<file path="src/rtl/fifo_sync_param.sv">
// ---------------------------------------------------------------------------
// fifo_sync_param
//   Parametrised single-clock FIFO for datapath producer/consumer decoupling
//   (sample streams, command queues). Holds a full 2**ADDR_WIDTH entries by
//   tracking occupancy in a separate counter rather than deriving it from the
//   pointers.
//
// Build option:
//   FIFO_SYNC_PARAM_FWFT_EN  defined   -> first-word-fall-through read mode:
//                                         dout shows the head word combinationally
//                                         (0 while empty), no output register.
//                            undefined -> registered read, dout updates on the
//                                         edge that accepts a read.
//
// Ports:
//   clk           in   sole clock, rising edge
//   reset         in   asynchronous active-high reset
//   flush         in   synchronous clear of contents and sticky flags
//   din           in   [DATA_WIDTH-1:0] write data
//   write         in   write request (ignored while full)
//   read          in   read request (ignored while empty)
//   dout          out  [DATA_WIDTH-1:0] read data
//   empty         out  level == 0
//   full          out  level == DEPTH
//   almost_empty  out  level <= AE_THRESH
//   almost_full   out  level >= AF_THRESH
//   level         out  [ADDR_WIDTH:0] occupancy, 0..DEPTH
//   overflow      out  sticky: write attempted while full
//   underflow     out  sticky: read attempted while empty
// ---------------------------------------------------------------------------
module fifo_sync_param #(
    parameter int DATA_WIDTH = 16,
    parameter int ADDR_WIDTH = 4,
    parameter int AF_THRESH  = (1 << ADDR_WIDTH) - 2,
    parameter int AE_THRESH  = 2
) (
    input  logic                  clk,
    input  logic                  reset,
    input  logic                  flush,
    input  logic [DATA_WIDTH-1:0] din,
    input  logic                  write,
    input  logic                  read,
    output logic [DATA_WIDTH-1:0] dout,
    output logic                  empty,
    output logic                  full,
    output logic                  almost_empty,
    output logic                  almost_full,
    output logic [ADDR_WIDTH:0]   level,
    output logic                  overflow,
    output logic                  underflow
);

    localparam int DEPTH = 1 << ADDR_WIDTH;

    localparam logic [ADDR_WIDTH:0]   LVL_DEPTH = (ADDR_WIDTH+1)'(DEPTH);
    localparam logic [ADDR_WIDTH:0]   LVL_AF    = (ADDR_WIDTH+1)'(AF_THRESH);
    localparam logic [ADDR_WIDTH:0]   LVL_AE    = (ADDR_WIDTH+1)'(AE_THRESH);
    localparam logic [ADDR_WIDTH:0]   LVL_ONE   = (ADDR_WIDTH+1)'(1);
    localparam logic [ADDR_WIDTH-1:0] PTR_ONE   = ADDR_WIDTH'(1);

    generate
        if (AF_THRESH < 1 || AF_THRESH > DEPTH ||
            AE_THRESH < 0 || AE_THRESH > DEPTH - 1) begin : g_bad_thresh
            $error("fifo_sync_param: AF_THRESH must be 1..DEPTH and AE_THRESH 0..DEPTH-1");
        end
    endgenerate

    logic [DATA_WIDTH-1:0] r_mem [0:DEPTH-1];
    logic [ADDR_WIDTH-1:0] r_head;
    logic [ADDR_WIDTH-1:0] r_tail;
    logic [ADDR_WIDTH:0]   r_level;
    logic                  r_overflow;
    logic                  r_underflow;

    logic w_empty;
    logic w_full;
    logic w_wr_acc;
    logic w_rd_acc;

    // Flags decode from the registered level, so they move one edge after
    // the access that changed it.
    assign w_empty  = (r_level == '0);
    assign w_full   = (r_level == LVL_DEPTH);
    assign w_wr_acc = write & ~w_full;
    assign w_rd_acc = read  & ~w_empty;

    // Storage is deliberately not reset; only pointers and level define
    // which entries are valid.
    always_ff @(posedge clk) begin
        if (!reset && !flush && w_wr_acc) begin
            r_mem[r_head] <= din;
        end
    end

    always_ff @(posedge clk or posedge reset) begin
        if (reset) begin
            r_head      <= '0;
            r_tail      <= '0;
            r_level     <= '0;
            r_overflow  <= 1'b0;
            r_underflow <= 1'b0;
        end else if (flush) begin
            r_head      <= '0;
            r_tail      <= '0;
            r_level     <= '0;
            r_overflow  <= 1'b0;
            r_underflow <= 1'b0;
        end else begin
            if (w_wr_acc) begin
                r_head <= r_head + PTR_ONE;
            end
            if (w_rd_acc) begin
                r_tail <= r_tail + PTR_ONE;
            end
            // Simultaneous accepted read and write leaves level unchanged.
            case ({w_wr_acc, w_rd_acc})
                2'b10:   r_level <= r_level + LVL_ONE;
                2'b01:   r_level <= r_level - LVL_ONE;
                default: r_level <= r_level;
            endcase
            if (write && w_full) begin
                r_overflow <= 1'b1;
            end
            if (read && w_empty) begin
                r_underflow <= 1'b1;
            end
        end
    end

`ifdef FIFO_SYNC_PARAM_FWFT_EN
    // Head word falls through; forced to 0 so stale storage never leaks out.
    assign dout = w_empty ? '0 : r_mem[r_tail];
`else
    logic [DATA_WIDTH-1:0] r_dout;

    always_ff @(posedge clk or posedge reset) begin
        if (reset) begin
            r_dout <= '0;
        end else if (flush) begin
            r_dout <= '0;
        end else if (w_rd_acc) begin
            r_dout <= r_mem[r_tail];
        end
    end

    assign dout = r_dout;
`endif

    assign empty        = w_empty;
    assign full         = w_full;
    assign almost_empty = (r_level <= LVL_AE);
    assign almost_full  = (r_level >= LVL_AF);
    assign level        = r_level;
    assign overflow     = r_overflow;
    assign underflow    = r_underflow;

endmodule
</file>
<file path="config.mk">
export PLATFORM = sky130hd
export DESIGN_NAME = fifo_sync_param
export DESIGN_NICKNAME = d
export VERILOG_FILES = /design/src/rtl/fifo_sync_param.sv
export SDC_FILE = /design/constraint.sdc
export NUM_CORES = 1
export LEC_CHECK = 0
export CAP_MARGIN = 20
export CORE_MARGIN = 2
export CORE_UTILIZATION = 55
export CTS_CLUSTER_SIZE = 14
export DETAILED_ROUTE_END_ITERATION = 10
export PLACE_DENSITY = 0.81
export SKIP_LAST_GASP = 1
export SYNTH_ARGS = -nofsm -noshare
export SYNTH_HDL_FRONTEND = slang
export SYNTH_SLANG_ARGS = --single-unit
</file>
<file path="constraint.sdc">
create_clock -name clk -period 3.5 [get_ports clk]
set_input_delay 0.7 -clock clk [delete_from_list [all_inputs] [get_ports clk]]
set_output_delay 0.7 -clock clk [all_outputs]
set_load 0.01 [all_outputs]
</file>
==> out/results.txt <==
Worst EP required: 2800 ps
share of flip-flops with an asynchronous set or reset after synthesis: 10.8%
largest net degree at the start of global routing: 45
Via Count: 6,020
switching portion of total power: 25.1%
core utilization of the finished layout: 65.3%
sort of element at the start of the critical path: flip-flop
number of buffers added to fix hold violations after cts: 0
area of the multi-input gates: 2850 um^2
worst hold slack: 501 ps
number of diodes: 0
IO Port Bufs: 47
mean number of vias per cell: 6.38
vertical die dimension: 149 um
total setup violations reported at the end of the flow: 0
class of the tightest hold or removal check: reg2reg
layout filler cell count: 1,309
RSZ-0062 raised after global routing: false
number of different library cells in the post-synthesis netlist: 46
number of enable flip-flop cells after synthesis: 256
Worst IR Drop VDD: 0.454 mV
Syn. warnings: 0
Static Leakage: 4.27 nW
Top FF cell, synth: edfxtp_1
Detailed Routing Iterations Pass 1: 6
areal power density over the cells: 621 nW/um^2
post-CTS resize count: 0
Critical Path Sink Type: primary output
Layout Area Growth over Synthesis: 15.7%
Remaining Overflow, GRT: 0
slowest stage cell, crit path: or4_4
Setup Skew: 16.2 ps
drc violations: 0
max-slew violation count: 0
register cell area after layout: 8470 um^2
WS Path Type: reg2out
combinational group share of total power: 17.3%
status: finished, final reports clean
Area after DPL: 12,500 um^2
final routed wire length divided by cell count: 26.1 um
register bit count reported by yosys: 287
ANT nets after route: 0
Syn Area/Cell: 20.3 um^2
global-route wire length before repair: 37.8 mm
normalized max-slew margin: 23.8%
setup TNS: 0 ps
biggest fanout along the worst timing path: 9
Worst Tran Pin Value: 1140 ps
post-synth top area share: 66.7%
initial core utilization: 56.4%
floorplan die width: 149 um
number of primary I/O pins: 48
clk buf depth: 3
count of endpoints failing hold in the final timing report: 0
Flop pwr share: 49.1%
number of sinks driven by the clock tree: 287
cell chain of the critical path: or4_4 > nor2_1 > clkdlybuf4s50_1
most numerous cell types in the synthesized netlist: 256 x edfxtp_1, 64 x mux4_2, 37 x mux2i_1
CP peak stage delay: 660 ps
clock tree from TritonCTS: done
fraction of power consumed by the clock network: 33.7%
Fmax: 0.322 GHz
CTS H-Tree Depth: 1
half-perimeter wire length of the detailed placement result: 15.5 mm
sequential-to-total area share from yosys stat: 73.4%
total clock buffers created by CTS: 28
root cell of the clock tree: clkbuf_16
Period minus WS final: 3110 ps
Psw: 2.08 mW
GP Congestion: 0.819
finished layout cell area: 13,300 um^2
antenna violations before repair: 0
# rows: 52
number of global-route vias before repair: 6,264
Syn Nets: 597
most frequent cell after synthesis: edfxtp_1
clock-pin slew reported for the worst setup and hold paths after clock tree synthesis: 60 ps
netlist area before placement: 11,500 um^2
clk_lat worst skew: 540 ps
number of DRC violations after detailed-routing iteration 0: 550
share of the cycle needed by the critical path after routing: 88.8%
max-capacitance violation count: 0
post-layout net count: 680
area of the die: 22,100 um^2
core area: 20,400 um^2
Pint: 6.20 mW
overall track demand over capacity in global routing: 23.2%
wirelength, routed: 24.6 mm
largest cells by area after synthesis: edfxtp_1 67%, mux4_2 13%, dfrtp_1 6.7%
fraction of layout instances using a drive strength above 1: 25.5%
Setup Buffers After CTS: 0
Cells after Synth: 569
WP data arrival: 2410 ps
leading area contributor after synthesis: edfxtp_1
[final timing paths]
kind	start	end	slack, ps	depth (start not counted)
setup / recovery	level[0]	empty	390	3
hold / removal	underflow	underflow	500	2
setup reg to reg	level[0]	dout[1]	600	5
hold reg to reg	underflow	underflow	500	2
max in group asynchronous	reset	r_tail[1]	2250	3
min in group asynchronous	reset	dout[13]	630	2
[cell families after synthesis]
| family | share of synthesized area (%) |
|---|---|
| AOI/OAI and AO/OA | 3.42 |
| and+or+nand+nor | 3.81 |
| DFF | 73.4 |
| muxes | 16.1 |
| xor gates and xnor gates | 0.456 |
| buffers and inverters | 2.05 |
| adders and majority gates | 0.760 |
[power by group through the flow]
stage	clock, mW	combinational [mW]	sequential, mW
after floorplan	0	0.966	4.07
final	2.79	1.43	4.06
after global placement	0	1.38	4.12
after global routing	2.97	1.53	4.09
after CTS	2.83	1.44	4.06
after detailed placement	0	1.43	4.13
[through the flow]
stage	total power, mW	setup WS, ps	instances
2_1_floorplan	5.04	289	569
3_3_place_gp	5.51	380	892
3_5_place_dp	5.56	278	892
4_1_cts	8.33	393	944
5_1_grt	8.59	315	944
6_report	8.28	391	944
[area by class of cell]
class                      count  share of cell area, %
timing repair buffer          88                   6.02
clock inverter                 6                  0.281
tap                          270                   2.53
clock buffer                  46                   6.14
sequential                   287                   63.5
multi-input combinational    240                   21.4
inverter                       7                  0.197
[flip-flops by register name, summed over array words and instances, names as in the netlist]
| register | cells |
|---|---|
| r_mem | 256 |
| dout | 16 |
| level | 5 |
| r_head | 4 |
| r_tail | 4 |
| overflow | 1 |
| underflow | 1 |
[metal layers]
layer  part of all wire, %  routed length [um]  vias to the layer above  GRT usage, %
li1                      -                   -                     2511             -
met4                   2.4                 580                        0          7.24
met1                    38                9450                     3122          32.0
met5                     0                   0                        -             0
met3                   8.5                2100                       60          4.31
met2                    51               12500                      327          38.5
[critical path: cells and delay by family, from the launching register on]
| family | cells | cell delay [ps] |
|---|---|---|
| buffers and inverters | 1 | 560 |
| and+or+nand+nor | 2 | 820 |
| DFF | 1 | 500 |
[layout by cell type (no fill, tap or decap), drive strengths merged, types with 9 or more instances in the layout]
cell type / count
buf: 41
nand2: 9
nand3b: 16
mux2i: 37
dfrtp: 31
clkdlybuf4s50: 47
clkbuf: 46
nor2: 26
o221ai: 16
edfxtp: 256
mux4: 64
a21oi: 9
Power figures use the tool's default switching activity.
